<file path="config.mk">
export PLATFORM = sky130hd
export DESIGN_NAME = half_adder
export DESIGN_NICKNAME = d
export VERILOG_FILES = /design/src/rtl/half_adder.sv
export SDC_FILE = /design/constraint.sdc
export NUM_CORES = 1
export LEC_CHECK = 0
export ABC_CLOCK_PERIOD_IN_PS = 2000
export CAP_MARGIN = 20
export CELL_PAD_IN_SITES_DETAIL_PLACEMENT = 2
export CELL_PAD_IN_SITES_GLOBAL_PLACEMENT = 2
export CORE_MARGIN = 2
export CORE_UTILIZATION = 28
export DETAILED_ROUTE_END_ITERATION = 12
export GPL_ROUTABILITY_DRIVEN = 0
export PLACE_DENSITY = 0.87
export REMOVE_ABC_BUFFERS = 1
export SYNTH_ARGS = -nofsm -noshare
export SYNTH_HDL_FRONTEND = slang
export SYNTH_SLANG_ARGS = --single-unit
</file>
<file path="constraint.sdc">
create_clock -name clk -period 2 [get_ports clk]
set_clock_uncertainty 0.1 [all_clocks]
set_input_delay 0.4 -clock clk [delete_from_list [all_inputs] [get_ports clk]]
set_output_delay 0.4 -clock clk [all_outputs]
set_load 0.005 [all_outputs]
</file>
<file path="src/rtl/half_adder.sv">
//------------------------------------------------------------------------------
// half_adder: registered bank of independent one-bit half-adder lanes with an
// aggregate carry flag and a saturating carry-event counter.
// Revision: 1.0
//------------------------------------------------------------------------------
`default_nettype none

module half_adder #(
  parameter int WIDTH = 1,
  parameter int CNT_W = 16
) (
  input  logic             clk,
  input  logic             rst_n,
  input  logic             in_valid,
  input  logic [WIDTH-1:0] a,
  input  logic [WIDTH-1:0] b,
  input  logic             cnt_clear,
  output logic             out_valid,
  output logic [WIDTH-1:0] sum,
  output logic [WIDTH-1:0] carry,
  output logic             carry_any,
  output logic [CNT_W-1:0] carry_count
);

  localparam logic [CNT_W-1:0] CNT_MAX = {CNT_W{1'b1}};
  localparam logic [CNT_W-1:0] CNT_ONE = {{(CNT_W-1){1'b0}}, 1'b1};

  logic [WIDTH-1:0] w_sum;
  logic [WIDTH-1:0] w_carry;
  logic             w_carry_any;
  logic             w_cnt_inc;

  logic             r_valid;
  logic [WIDTH-1:0] r_sum;
  logic [WIDTH-1:0] r_carry;
  logic             r_carry_any;
  logic [CNT_W-1:0] r_count;

  // Each lane sees only its own operand bits; nothing ripples between lanes.
  for (genvar i = 0; i < WIDTH; i++) begin : g_lane
    assign w_sum[i]   = a[i] ^ b[i];
    assign w_carry[i] = a[i] & b[i];
  end

  assign w_carry_any = |w_carry;
  assign w_cnt_inc   = in_valid && w_carry_any && (r_count != CNT_MAX);

  // Result registers only load on accepted inputs so unqualified operands
  // never reach held state.
  always_ff @(posedge clk) begin
    if (!rst_n) begin
      r_valid     <= 1'b0;
      r_sum       <= '0;
      r_carry     <= '0;
      r_carry_any <= 1'b0;
    end else begin
      r_valid <= in_valid;
      if (in_valid) begin
        r_sum       <= w_sum;
        r_carry     <= w_carry;
        r_carry_any <= w_carry_any;
      end
    end
  end

  // Clear wins over a same-cycle increment; the counter sticks at all-ones.
  always_ff @(posedge clk) begin
    if (!rst_n) begin
      r_count <= '0;
    end else if (cnt_clear) begin
      r_count <= '0;
    end else if (w_cnt_inc) begin
      r_count <= r_count + CNT_ONE;
    end
  end

  assign out_valid   = r_valid;
  assign sum         = r_sum;
  assign carry       = r_carry;
  assign carry_any   = r_carry_any;
  assign carry_count = r_count;

endmodule

`default_nettype wire

</file>
==> Yosys cells after proc, flatten, opt, wreduce, memory -nomap -nowiden <==
Index checks and enable logic that the tools add are counted.
{ "op_classes": {"addsub": 1, "n_eq_ne": 1, "bitwise_logic": 3, "n_reduce_logical": 3} }
{ "op_table": {"columns": ["operator", "count"], "rows": [
  ["$add A16 B1 Y16 const B", 1],
  ["$ne A16 B16 Y1 const B", 1],
  ["$logic_and A1 B1 Y1", 2],
  ["$reduce_or A2 Y1", 1],
  ["$and A1 B1 Y1", 1],
  ["$not A1 Y1", 1],
  ["$xor A1 B1 Y1", 1]
]} }
{ "word_totals": {"regBits": 19, "in_bits": 6, "word_cells": 12} }

==> Longest topological paths before layout <==
Gate-level depths: netlist (run 1).
{ "depth": {"depth_word": 3, "depth_mapped": 6} }

==> Worst setup path before layout (run 1) <==
OpenSTA, ideal clock, no wires.
{ "synth_path": {"kind": "register to register", "startpoint": "register r_count[0] (netlist: carry_count[0])", "endpoint": "register r_count[11] (netlist: carry_count[11])", "setup_time_ps": 72, "arrival_time_ps": 1623, "slack_ps": 205, "stages_incl_launch_ff": 7, "path_cell_list": "dfxtp_1 > ha_1 > and4_1 > and2_1 > buf_4 > a2111oi_2 > mux2i_1"} }
{ "synth_between": {"elab_chain_cells": 2, "word_cells_on_any_way": 3, "classes_between": "add/sub: 1; eq/ne: 1; reduce/logical: 1"} }
{ "synth_rtl": {"columns": ["item", "line_no", "text"], "rows": [
  ["start: declaration", "37", "logic [CNT_W-1:0] r_count;"],
  ["start signal: assignment", "73", "r_count <= r_count + CNT_ONE;"],
  ["parallel branches: the longest is 2 deep, another holds $add A16 B1 Y16", null, null]
]} }
Several ways; the timed one is not identified.
A chain may end at the register's enable or synchronous reset.

==> Final worst setup path (run 1) <==
{ "layout_path": {"startpoint": "input a", "endpoint": "register r_count[10] (netlist: carry_count[10])"} }
{ "layout_between": {"elab_chain_cells": 3} }
{ "layout_rtl": {"columns": ["item", "line_no", "text"], "rows": [
  ["start: declaration", "15", "input logic [WIDTH-1:0] a,"],
  ["$and A1 B1 Y1", "42", "assign w_carry[i] = a[i] & b[i];"],
  ["net w_carry", "29", "logic [WIDTH-1:0] w_carry;"],
  ["$logic_and A1 B1 Y1 (2 in a row)", "46", "assign w_cnt_inc = in_valid && w_carry_any && (r_count != CNT_MAX);"]
]} }
The timed path passes the listed nets, and every way through them passes these cells.

==> results of run 1 <==
## path summary, 6_finish.rpt
kind / endpoint / cells after the start
hold / removal: carry_count[1] / 2
hold reg to reg: carry_count[1] / 2
setup reg to reg: carry_count[10] / 6
setup / recovery: carry_count[10] / 6
## Yosys cell counts, types with 2 or more instances
library cell	number	area share
nor3_1	2	0.0096
or4_1	2	0.014
buf_4	2	0.014
nand3_1	5	0.024
and3_1	2	0.012
nand2_1	15	0.054
nand2b_1	8	0.048
dfxtp_1	19	0.37
mux2i_1	8	0.077
and4_1	2	0.017
nand3_2	2	0.019
o21ai_0	3	0.014
a2111oi_2	2	0.029
nor2b_1	2	0.012
nor2_1	3	0.011
ha_1	2	0.024
a21oi_1	10	0.048
nand4_1	3	0.018
clkbuf_1	2	0.0072
and2_1	3	0.018
## sequential cells by signal (all words and copies together), names as in the netlist
signal / count
carry_any: 1
sum: 1
carry_count: 16
out_valid: 1
## routing by layer
layer	up-vias	track usage
li1	497	-
met1	518	0.186
met4	0	0.0665
met2	17	0.365
met5	-	0
met3	5	0.0156
## per-stage QoR
stage | power (mW) | cell area (sq um) | instances
2_1_floorplan | 0.413 | 996 | 109
3_3_place_gp | 0.444 | 1400 | 195
3_5_place_dp | 0.448 | 1400 | 195
4_1_cts | 0.728 | 1450 | 199
5_1_grt | 0.746 | 1500 | 199
6_report | 0.718 | 1500 | 199
## worst register-to-register path, stage by stage, from the launching register on
cell	delay, ns
dfxtp_1	0.40
ha_1	0.19
and4_1	0.21
buf_4	0.13
nand3_4	0.10
or4_1	0.50
a21oi_1	0.16
## repair_timing
action | in CTS | in global routing
buffers inserted | 0 | 0
setup endpoints to repair | 0 | 6
resized for setup | 0 | 7
## cell type report
class | count | area share
well taps | 48 | 0.0401
flip-flops and latches | 19 | 0.254
multi-input cells | 90 | 0.442
clock buffers | 3 | 0.0276
clock inverters | 1 | 0.00334
repair buffers | 38 | 0.232
## cell usage in the layout (no fill, tap or decap), drive strengths merged, types with 2 or more instances in the layout
cell type,netlist,final
nand4,3,3
and2,3,3
clkdlybuf4s50,0,25
buf,5,13
nand2b,8,8
mux2i,8,8
a311oi,2,2
a2111oi,2,2
clkbuf,2,3
nand3,7,7
nor2,3,3
ha,2,2
dfxtp,19,19
nor3,3,3
or3,2,2
a21oi,11,11
nor2b,2,2
and3,3,3
o21ai,3,3
nand2,15,15
and4,2,2
or4,2,2
## power by group through the flow
stage / clock network [mW] / registers (mW) / logic [mW]
after floorplan: 0 / 0.393 / 0.0196
after global placement: 0 / 0.393 / 0.0517
after detailed placement: 0 / 0.394 / 0.0546
after CTS: 0.289 / 0.384 / 0.0555
after global routing: 0.300 / 0.385 / 0.0612
final: 0.278 / 0.384 / 0.0556
## cells by family (layout without fill, tap and decap cells)
logic type | Yosys count | in the layout | share of synthesized area
fa+ha+maj | 2 | 2 | 0.0241
simple gates | 55 | 55 | 0.302
compound gates | 25 | 25 | 0.189
buf+inv | 7 | 42 | 0.0410
mux | 8 | 8 | 0.0771
flops | 19 | 19 | 0.366
==> flow_summary.json, run 1 <==
{
  "setup_ws_ns": 0.106,
  "timing.rr.start": "carry_count[0]",
  "fin_crit_ns": 1.89,
  "initial_core_util": 0.288,
  "boundaryPins": 26,
  "drive_above_1_share": 0.205,
  "yosys_warnings": 0,
  "cts_buffer_depth": 2,
  "drt_wl_total_mm": 3.51,
  "h-tree-depth": 1,
  "outcome": "finished clean",
  "drcViolationCount": 0,
  "max_cap_violations": 0,
  "critPathMaxFanout": 6,
  "intPower_uw": 551,
  "maxSlewViolCount": 0,
  "async_flop_share": 0,
  "viasPerCell": 5.21,
  "tightest_slew_ns": 0.343,
  "die-area_sq_um": 4210,
  "hold_start": "carry_count[1]",
  "avgSynthCellArea_sq_um": 8.95,
  "drtPass1Iterations": 4,
  "drtAntennaViolNets": 0,
  "clkSinkCount": 19,
  "dp.final_hpwl_mm": 2.71,
  "cp.required_ns": 2.10,
  "path_class": "in2reg",
  "synth-main-ff-cell": "dfxtp_1",
  "wl_met2_mm": 1.99,
  "grt_pass1_vias": 1151,
  "crit_path_top_delay_cell": "or4_1",
  "grt_max_degree": 17,
  "fp.dieW_microns": 64.9,
  "cp_top_family": "simple AND/OR/NAND/NOR gates",
  "diodes": 0,
  "holdBufCountCts": 0,
  "vias": 1037,
  "post_drt_wl_per_cell_microns": 17.7,
  "core_sq_um": 3610,
  "regArea_sq_um": 380,
  "clk_latency_ns": 0.26,
  "synth_seq_cells": 19,
  "critPathArrivalTime_ns": 1.99,
  "synthDistinctLibCells": 39,
  "hp-class": "reg2reg",
  "p_per_area_nw_per_um2": 480,
  "n_fill_cell": 403,
  "start_kind": "primary input",
  "seq_area_frac_synth": 0.366,
  "wl_met3_microns": 83,
  "end_kind": "register",
  "multi_input_area_sq_um": 662,
  "max_slew_margin": 0.771,
  "cts_buffers": 3,
  "p_sw_uw": 166,
  "path_buf_inv": 1,
  "sw_frac_of_total": 0.232,
  "netlist_instances": 116,
  "top_layer_used": "met4",
  "comb_power_share": 0.078,
  "p_leak_nw": 0.487,
  "tns_ns": 0,
  "rrSetupSlack_ns": 0.14,
  "rows": 22,
  "seqPwrFrac": 0.535,
  "synth-edff-count": 0,
  "cts_root_buf": "clkbuf_8",
  "grt_usage": 0.180,
  "fp.dieH_microns": 64.9,
  "fmax_ghz": 0.528,
  "grt_pass1_wl_mm": 5.71,
  "setup_viol": 0,
  "clkPwrFrac": 0.387,
  "portBuffers": 25,
  "nets": 160,
  "slowest_delay_ns": 0.50,
  "cp_cell_sequence": "clkdlybuf4s50_1, ha_1, and2_4, nand3_4, or4_1, a21oi_1",
  "wl_met1_mm": 1.38,
  "antenna_found_initial": 0,
  "hold_viol_final": 0,
  "peakVddDrop_v": 0.000210,
  "post-place-ws_ns": -0.253,
  "finalCritPeriodShare": 0.947,
  "hold_slack_ns": 0.414,
  "cts_tree": "done",
  "path_clk_slew_ns": 0.08,
  "overflow": 0,
  "crit_path_start": "a",
  "drt_iter0_markers": 48,
  "syn_area_sq_um": 1040,
  "final_util": 0.415,
  "area_growth_syn_to_layout_pct": 44.1
}
No activity file was read; power rests on OpenSTA's default activity.
==> run 2: changes to the inputs <==
--- a/config.mk
+++ b/config.mk
@@ -13,7 +13,7 @@
 export CORE_UTILIZATION = 28
 export DETAILED_ROUTE_END_ITERATION = 12
 export GPL_ROUTABILITY_DRIVEN = 0
-export PLACE_DENSITY = 0.87
+export PLACE_DENSITY = 0.88
 export REMOVE_ABC_BUFFERS = 1
 export SYNTH_ARGS = -nofsm -noshare
 export SYNTH_HDL_FRONTEND = slang
==> run 2 against run 1 <==
- utilization down 0.49 points
- clock power up 3%
- sequential power about the same
- setup slack worse by 0.032 ns
- clock-buffer cell count up 1
- worst hold slack worse by 0.0085 ns
- first-iteration DRC count down 42%
- highest routed layer unchanged
- largest cell class unchanged
- via count up 1.8%
- combinational power up 2%
- die area unchanged
==> flow_summary.json, run 2 (same netlist as run 1, synthesis figures left out) <==
{
  "rows": 22,
  "boundaryPins": 26,
  "comb_power_share": 0.078,
  "end_kind": "register",
  "dp.final_hpwl_mm": 2.70,
  "setup_viol": 0,
  "hold_viol_final": 0,
  "drive_above_1_share": 0.204,
  "nets": 156,
  "post_drt_wl_per_cell_microns": 18.9,
  "critPathArrivalTime_ns": 2.02,
  "clk_latency_ns": 0.27,
  "hold_slack_ns": 0.406,
  "grt_pass1_vias": 1201,
  "diodes": 0,
  "cts_root_buf": "clkbuf_8",
  "sw_frac_of_total": 0.236,
  "seqPwrFrac": 0.528,
  "portBuffers": 25,
  "path_class": "in2reg",
  "n_fill_cell": 397,
  "multi_input_area_sq_um": 676,
  "die-area_sq_um": 4210,
  "start_kind": "primary input",
  "cts_tree": "done",
  "fmax_ghz": 0.519,
  "timing.rr.start": "carry_count[0]",
  "grt_max_degree": 17,
  "p_per_area_nw_per_um2": 492,
  "cp.required_ns": 2.10,
  "max_cap_violations": 0,
  "hold_start": "carry_count[1]",
  "rrSetupSlack_ns": 0.15,
  "drtPass1Iterations": 4,
  "critPathMaxFanout": 5,
  "drt_wl_total_mm": 3.69,
  "area_growth_syn_to_layout_pct": 42.4,
  "max_slew_margin": 0.719,
  "final_util": 0.410,
  "grt_pass1_wl_mm": 6.00,
  "cts_setup_buffers": 0,
  "final_cell_mix": "25 x clkdlybuf4s50_1, 19 x dfxtp_1, 14 x nand2_1",
  "maxSlewViolCount": 0,
  "p_total_uw": 727,
  "holdBufCountCts": 0,
  "p_leak_nw": 0.464,
  "outcome": "finished clean",
  "hp-class": "reg2reg",
  "rsz0062_at_grt": "no",
  "h-tree-depth": 1,
  "drcViolationCount": 0,
  "drt_iter0_markers": 28,
  "fp.dieW_microns": 64.9,
  "cts_buffer_depth": 2,
  "vias": 1056,
  "largest_reg_flops": 16,
  "finalNonFillerCells": 195,
  "fp.dieH_microns": 64.9,
  "p_sw_uw": 172,
  "tightest_slew_ns": 0.421,
  "clkPwrFrac": 0.393,
  "cts_buffers": 3,
  "timing.rr.end": "carry_count[10]",
  "regArea_sq_um": 380,
  "initial_core_util": 0.288,
  "core_sq_um": 3610,
  "grt_usage": 0.188,
  "peakVddDrop_v": 0.000179,
  "place_inst": 191,
  "setup_ws_ns": 0.0739,
  "whs_endpoint": "carry_count[1]",
  "post-place-ws_ns": -0.359,
  "rr_worst_depth": 5,
  "intPower_uw": 555,
  "drtAntennaViolNets": 0,
  "clkSinkCount": 19,
  "layout_commonest_cell": "clkdlybuf4s50_1",
  "finalCritPeriodShare": 0.963,
  "antenna_found_initial": 0,
  "viasPerCell": 5.42,
  "fin_crit_ns": 1.93,
  "overflow": 0,
  "hold_path_depth": 2,
  "path_clk_slew_ns": 0.08
}
-- run 2: per-stage QoR --
stage	TNS (ns)	instance area, sq um
finish	0	1480
global route	0	1480
CTS	0	1460
detailed placement	-2.08	1370
global placement	-0.838	1370
floorplan	0	996
-- run 2: repair_timing --
action / 4_1_cts / 5_1_grt
resized for setup: 7 / 6
pin swaps: 0 / 1
setup endpoints to repair: 3 / 4
endpoints found under the hold margin: 0 / 0
-- run 2: worst max-delay path: stages --
cell and delay [ns]:
clkdlybuf4s50_1 0.47, ha_2 0.20, and4_4 0.25, nand3_1 0.11
or4_4 0.44, a21oi_2 0.15
-- run 2: how the worst max path moves through the flow --
stage / start / to / slack, ns / cells past startpoint
floorplan: carry_count[0] / carry_count[11] / 0.21 / 5
global placement: a / carry_count[13] / -0.17 / 6
detailed placement: a / carry_count[13] / -0.36 / 6
CTS: a / carry_count[10] / 0.01 / 6
global route: carry_count[5] / carry_count[5] / 0.00006 / 1
finish: b / carry_count[15] / 0.07 / 6
-- run 2: routing by layer --
layer | vias up | routed length, microns | global-route usage
met1 | 525 | 1530 | 0.217
met4 | 0 | 61 | 0.0505
met3 | 10 | 122 | 0.0313
li1 | 490 | - | -
met5 | - | 0 | 0
met2 | 31 | 1970 | 0.352
-- run 2: layout make-up --
cell class	count	area share
repair buffers	34	0.215
multi-input cells	90	0.457
clock buffers	4	0.0305
flip-flops and latches	19	0.257
well taps	48	0.0406
-- run 2: power by group through the flow --
stage | clock [mW] | combinational [mW] | sequential (mW)
4_1_cts | 0.288 | 0.0555 | 0.384
5_1_grt | 0.306 | 0.0618 | 0.385
2_1_floorplan | 0 | 0.0196 | 0.393
3_5_place_dp | 0 | 0.0547 | 0.393
6_report | 0.286 | 0.0569 | 0.384
3_3_place_gp | 0 | 0.0516 | 0.393
